$ cat config.mk
export PLATFORM = sky130hd
export DESIGN_NAME = mips_boot_loader
export DESIGN_NICKNAME = d
export VERILOG_FILES = /design/src/rtl/mips_boot_loader.sv
export SDC_FILE = /design/constraint.sdc
export NUM_CORES = 1
export LEC_CHECK = 0
export ABC_AREA = 1
export BUFFER_PORTS_ARGS = -buffer_cell sky130_fd_sc_hd__buf_2
export CORE_MARGIN = 2
export CORE_UTILIZATION = 25
export DETAILED_ROUTE_END_ITERATION = 10
export GPL_TIMING_DRIVEN = 0
export MAX_ROUTING_LAYER = met4
export PLACE_DENSITY = 0.53
export SLEW_MARGIN = 30
export SYNTH_ARGS = -nofsm -noshare
export SYNTH_HDL_FRONTEND = slang
export SYNTH_SLANG_ARGS = --single-unit
$ cat constraint.sdc
create_clock -name clk -period 1.6 [get_ports clk]
set_input_delay 0.48 -clock clk [delete_from_list [all_inputs] [get_ports clk]]
set_output_delay 0.48 -clock clk [all_outputs]
set_load 0.02 [all_outputs]
$ cat src/rtl/mips_boot_loader.sv
// Byte-stream boot loader: packs a length-prefixed big-endian image into instruction memory.
// Optional trailing XOR checksum byte is enabled with `define BOOT_CHECKSUM_EN.
module mips_boot_loader #(
    parameter logic [31:0] BASE_ADDR = 32'h0000_0000,
    parameter int          MAX_WORDS = 256
) (
    input  logic        clk,
    input  logic        reset,
    input  logic        in_valid,
    input  logic [7:0]  in_data,
    output logic        in_ready,
    input  logic        restart,
    output logic        imem_we,
    output logic [31:0] imem_addr,
    output logic [31:0] imem_wdata,
    output logic        cpu_hold,
    output logic        loaded,
    output logic        error
);

    typedef enum logic [2:0] {
        LEN_HI,
        LEN_LO,
        DATA,
`ifdef BOOT_CHECKSUM_EN
        CSUM,
`endif
        RUN,
        ERR
    } state_t;

    localparam logic [16:0] MAX_W = 17'(MAX_WORDS);

    state_t      state, state_next;
    logic [15:0] count;
    logic [15:0] idx;
    logic [1:0]  byte_cnt;
    logic [23:0] word_reg;
    logic        accept;
    logic        do_restart;
    logic        run_set;
    logic [15:0] len_full;
`ifdef BOOT_CHECKSUM_EN
    logic [7:0]  xsum;
`endif

    assign in_ready   = (state != RUN) && (state != ERR);
    assign accept     = in_valid && in_ready;
    assign do_restart = restart && ((state == RUN) || (state == ERR));
    assign len_full   = {count[15:8], in_data};

    always_ff @(posedge clk or negedge reset) begin
        if (!reset) state <= LEN_HI;
        else        state <= state_next;
    end

    always_comb begin
        state_next = state;
        case (state)
            LEN_HI: if (accept) state_next = LEN_LO;
            LEN_LO: if (accept) begin
                if ({1'b0, len_full} > MAX_W) state_next = ERR;
`ifdef BOOT_CHECKSUM_EN
                else if (len_full == 16'd0)   state_next = CSUM;
`else
                else if (len_full == 16'd0)   state_next = RUN;
`endif
                else                          state_next = DATA;
            end
            DATA: if (accept && byte_cnt == 2'd3 && (idx + 16'd1) == count) begin
`ifdef BOOT_CHECKSUM_EN
                state_next = CSUM;
`else
                state_next = RUN;
`endif
            end
`ifdef BOOT_CHECKSUM_EN
            CSUM: if (accept) state_next = (in_data == xsum) ? RUN : ERR;
`endif
            RUN, ERR: if (restart) state_next = LEN_HI;
            default:  state_next = LEN_HI;
        endcase
    end

    // Leaving DATA for RUN holds the release back one cycle so it follows the final write pulse.
    assign run_set = (state_next == RUN) && (state != DATA);

    always_ff @(posedge clk or negedge reset) begin
        if (!reset) begin
            count      <= '0;
            idx        <= '0;
            byte_cnt   <= '0;
            word_reg   <= '0;
            imem_we    <= 1'b0;
            imem_addr  <= BASE_ADDR;
            imem_wdata <= '0;
            cpu_hold   <= 1'b1;
            loaded     <= 1'b0;
            error      <= 1'b0;
`ifdef BOOT_CHECKSUM_EN
            xsum       <= '0;
`endif
        end else begin
            imem_we  <= 1'b0;
            loaded   <= run_set;
            cpu_hold <= !run_set;
            error    <= (state_next == ERR);
            if (do_restart) begin
                count    <= '0;
                idx      <= '0;
                byte_cnt <= '0;
                word_reg <= '0;
`ifdef BOOT_CHECKSUM_EN
                xsum     <= '0;
`endif
            end else if (accept) begin
`ifdef BOOT_CHECKSUM_EN
                xsum <= xsum ^ in_data;
`endif
                case (state)
                    LEN_HI: count[15:8] <= in_data;
                    LEN_LO: count[7:0]  <= in_data;
                    DATA: begin
                        byte_cnt <= byte_cnt + 2'd1;
                        if (byte_cnt == 2'd3) begin
                            imem_we    <= 1'b1;
                            imem_addr  <= BASE_ADDR + {14'b0, idx, 2'b00};
                            imem_wdata <= {word_reg, in_data};
                            idx        <= idx + 16'd1;
                        end else begin
                            word_reg <= {word_reg[15:0], in_data};
                        end
                    end
                    default: ;
                endcase
            end
        end
    end

endmodule

Word-level counts from Yosys, hierarchy flattened:

Cells that the tools add are included.

* register bits: 113
* bits of input ports: 12
* output and inout bits: 69
* logic and storage cells: 76

* add/subtract/negate cells: 2
* order comparisons: 1
* equal/unequal tests: 12
* muxes and demuxes: 26
* bitwise gates (word level): 1
* reductions and logical operators: 22

Operator list (count)
* two-way mux 16 bit: 6
* two-way mux 24 bit: 4
* adder 16 x 1 -> 16 bit (second input constant): 1
* == test 16 bit: 1
* greater-than comparator 16 x 9 -> 1 bit (second input constant): 1
* zero test 16 bit: 1
* two-way mux 8 bit: 2
* two-way mux 3 bit: 5
* one-hot mux 3 bit (4 select lines): 1
* nonzero test 2 bit: 5
* == test 3 x 2 -> 1 bit (second input constant): 3
* == test 3 bit (second input constant): 2
* logical AND 1 bit: 6
* two-way mux 2 bit: 3
* != test 3 x 2 -> 1 bit (second input constant): 2
* AND reduction 2 bit: 3
* AND reduction 3 bit: 2
* two-way mux 1 bit: 5
* AND reduction 4 bit: 1
* == test 3 x 1 -> 1 bit (second input constant): 1
* zero test 3 bit: 1
* != test 3 bit (second input constant): 1
* adder 2 x 1 -> 2 bit (second input constant): 1
* == test 2 bit (second input constant): 1
* other kinds (5): 5

Logic depth before layout (Yosys ltp):

* word-level depth: 10
* mapped depth: 12
* gate-level depth less buffers: 12

Worst setup path before layout:

OpenSTA, ideal clock, no wires.

* kind: reg-to-reg
* from: register state[0]
* to: register word_reg[6]
* library setup time: 74 ps
* data arrival time: 1465 ps
* setup slack: 61 ps
* cell stages (with the launch flop): 11
* buffers on the path: 1
* clock period less this slack: 1539 ps
* cells stage by stage: dfrtp_1 nand2_1 inv_1 o21ai_2 inv_2 nand2_8 nand2_4 inv_4 buf_12 nand2_1 o21ai_2

* cells in the longest elaborated chain, start to end: 5
* elaborated cells between the ends (all ways): 14
* classes of those cells: 6 x eq/ne; 1 x mux; 7 x reduce/logical

Ends and longest elaborated chain
* start, declared: line 34 `state_t state, state_next;`
* start signal, assigned: line 54 `else state <= state_next;`
* != test 3 x 2 -> 1 bit / != test 3 bit (equally long branches): line 47 `assign in_ready = (state != RUN) && (state != ERR);`
* logical AND 1 bit (*): line 47
* net in_ready: line 11 `output logic in_ready,`
* logical AND 1 bit (*): line 48 `assign accept = in_valid && in_ready;`
* nonzero test 2 bit (no line) (*)
* AND reduction 3 bit (no line) (*)
* end signal, assigned: line 131 `word_reg <= {word_reg[15:0], in_data};`
* end, declared: line 38 `logic [23:0] word_reg;`

Mark *: on every way through the listed nets, which the timed path passes. The rest lies on a longest branch.
A chain may end at the register's enable or synchronous reset.

Final worst setup path:

* from: register state[0]
* to: output in_ready

* cells in the longest elaborated chain, start to end: 2
* elaborated cells between the ends (all ways): 3
* classes of those cells: 2 x eq/ne; 1 x reduce/logical

Ends and longest elaborated chain (line)
* != test 3 x 2 -> 1 bit / != test 3 bit (equally long branches): 47
* logical AND 1 bit (*): 47
* end, declared: 11

Every way passes the cells marked *; elsewhere a longest branch is shown, timed or not.

==> flow_metrics.tcl <==
set metrics [dict create \
    grt_first_pass_wirelength_mm 23.0 \
    setup-violations-final 72 \
    ir_drop_uv 815 \
    synth.avg_cell_area_um2 8.68 \
    half_perimeter_wire_length_of_the_detailed_placement_result_mm 10.5 \
    clkTransAtPathRegs_ns 0.06 \
    rsz0062_at_grt "yes" \
    drtIter0Drc 268 \
    die_h_um 150 \
    wire_per_inst_um 15.3 \
    internal-power_mw 7.73 \
    worstPathArrival_ns 1.32 \
    seqCellArea_um2 2840 \
    postLayoutSetupSlackWorst_ns -0.197 \
    placed_cells 966 \
    finish.cell_count_without_fillers 1033 \
    run_status "finished with violations" \
    relative_contribution_of_the_clock_network_to_total_power_pct 28.7 \
    pwr-share-comb_pct 35.1 \
    gpl.final_weighted_congestion 0.892 \
    placedInstanceArea_um2 6060 \
    grt_start_max_net_pins 70 \
    num-nets-final 760 \
    crit_chain "nand2_2, inv_2, o21ai_4, buf_6" \
    finalCriticalPeriod_ns 1.80 \
    switching_share_pct 37.5 \
    final_common_cell "dfrtp_1" \
    tritoncts "built" \
    layout_cell_share_with_drive_strength_beyond_1_pct 40.0 \
    crit_family "flip-flops" \
    leakage_nw 3.70 \
    first_global_vias 4239 \
    drv.max_cap_violation_count 0 \
    failed_checks "setup timing" \
    slowest_stage "dfrtp_2" \
    area_growth_pct 46.2 \
    synth_edf_count 0 \
    syn_area_um2 5300 \
    setup.worst_path.end_class "primary output" \
    post_synth_num_cell_types 35 \
    switching_power_mw 4.64 \
    most-common-layout-cells "106 x dfrtp_1, 105 x nand2_1, 72 x inv_1, 61 x buf_2, 45 x nand3_1" \
    largest_register_ffs 32 \
    ys_async_sr_fraction_pct 100 \
    cp_bufs_invs 2 \
    critical_path_s_largest_stage_delay_ns 0.46 \
    clk_root_buffer_cell "clkbuf_16" \
    core_region_area_um2 20900 \
    criticalPathCategory "flip-flop to primary output" \
    post_synth_inst_count 611 \
    synth-seq-area-share_pct 53.4 \
    filler_cell_count 2115 \
    synth_top_cell_by_area "dfrtp_1" \
    yosysWarnings 0 \
    power_density_nw_per_um2 1600 \
    finalInstanceArea_um2 7750 \
    share_seq_of_total_power_pct 36.3 \
    ys_top_cells_by_area "dfrtp_1 53%, nand2_1 11%, o21ai_1 5.8%" \
    cts_made_buffers 17 \
    insertedDiodeCount 0 \
    drtAntennaViolNets 0 \
    synthFlopType "dfrtp_1" \
    multi_input_comb_area_um2 2460 \
    clk-insertion-delay-late_ns 0.43 \
    initial_utilization_pct 25.4 \
    netlist.area_leader.share_pct 52.9 \
    crit_path_start_kind "flip-flop" \
    antenna_found_initial 0 \
    htree_num_levels 4 \
    routed_wl_mm 15.8 \
    gr-usage-all-layers_pct 14.0 \
    cp_data_required_time_ns 1.12 \
    io_buffers 64 \
    chipWidth_um 150 \
    final_hold_viol_count 0 \
    finClkSkew_ns 0.00949 \
    critical_path.max_fanout 5 \
    overflow_after_grt 0 \
    placement_rows 53 \
    detailedRoute.firstPassIterationCount 4 \
    final_max_slew_viol_count 0 \
    finalCritPeriodShare_pct 112 \
    pre_cts_ws_ns -0.240 \
    dieArea_um2 22400 \
    clock_sinks 113 \
    number_of_vias_in_the_routed_layout 4580 \
    vias_per_cell 4.43 \
    holdCritPathClass "input pin to flip-flop" \
    pin_count 81 \
    cts-root-to-sink-buffers 2 \
    setup_tns_ns -7.59 \
    drc_errors 0 \
    max_clock_freq_mhz 557 \
    ys_ff_latch 113 \
]
-- cell usage after synthesis (2+ instances only) --
cell      number
buf_4         18
nand4_1        9
o22ai_2        3
nor3_1         3
o21ai_0       17
o21ai_1       61
inv_2          2
nand2_1      161
nor2_2         4
nand3_1       47
buf_6          7
dfrtp_1      112
o22ai_1       22
inv_1         77
nor2_1        25
nand2_4        4
nand3b_1       3
buf_2          7
nor2_4         2
ha_1           2
clkbuf_1       2
o21ai_2        9
and2_1         2
-- stage by stage --
step / power [mW] / utilization (%) / hold slack (ns)
finish: 12.4 / 37.1 / 0.333
global route: 13.1 / 37.1 / 0.343
CTS: 11.6 / 32.6 / 0.351
detailed placement: 7.85 / 29.0 / 0.401
global placement: 7.79 / 28.8 / 0.467
floorplan: 6.66 / - / 0.184
-- power by group through the flow --
stage          sequential [mW]  clock, mW  combinational [mW]
2_1_floorplan             4.73          0                1.93
3_5_place_dp              4.37          0                3.48
4_1_cts                   4.34       3.62                3.65
6_report                  4.49       3.55                4.34
3_3_place_gp              4.35          0                3.44
5_1_grt                   4.59       3.75                4.75
-- area by class of cell --
class,instances,share of cell area (%)
plain buffers,35,5.17
clock buffers,18,5.67
repair buffers,100,10.7
flip-flops and latches,113,36.6
clock inverters,13,1.49
inverters,81,4.23
well taps,275,4.44
multi-input cells,398,31.7
-- metal layers --
layer	up-vias	wire, um	global-route usage [%]	share of wire [%]
met5	-	0	-	0
met4	0	339	6.52	2.1
met3	26	687	3.05	4.3
met2	90	7370	21.0	47
met1	2226	7430	18.2	47
li1	2238	-	-	-
-- worst reg2reg max path: cells and delay by family, from the launching register on --
kind / cells / cell delay, ns
flops: 1 / 0.46
simple gates: 4 / 0.62
compound gates: 1 / 0.06
buf+inv: 4 / 0.52
-- timing repair --
action,4_1_cts,5_1_grt
pin swaps,5,18
endpoints found under the hold margin,44,0
gates resized for setup,35,169
hold buffers,1,0
cloned,1,10
setup buffers,7,18
setup endpoints to repair,83,105
-- cell families (layout without fill, tap and decap cells) --
| kind of cell | after synthesis | in the layout | share of synthesized area [%] |
|---|---|---|---|
| buffers and inverters | 116 | 247 | 11.0 |
| adders and majority gates | 2 | 2 | 0.472 |
| xor gates and xnor gates | 2 | 2 | 0.330 |
| DFF | 113 | 113 | 53.4 |
| other | 1 | 16 | 0.0707 |
| and+or+nand+nor | 262 | 263 | 22.0 |
| AOI/OAI and AO/OA | 115 | 115 | 12.7 |
-- final timing paths --
path                                          from                    endpoint  slack (ns)  cells past startpoint
min                                     in_data[3]     word_reg[3]$_DFFE_PN0P_        0.33                      3
max in group asynchronous                    reset          cpu_hold$_DFF_PN1_        0.38                      3
max reg2reg                     state[0]$_DFF_PN0_          idx[5]$_DFFE_PN0P_       -0.18                      9
max                             state[0]$_DFF_PN0_                    in_ready       -0.20                      4
min in group asynchronous                    reset  imem_wdata[24]$_DFFE_PN0P_        0.53                      2
min reg2reg                word_reg[7]$_DFFE_PN0P_     word_reg[7]$_DFFE_PN0P_        0.48                      2
No activity file was read; power rests on OpenSTA's default activity.
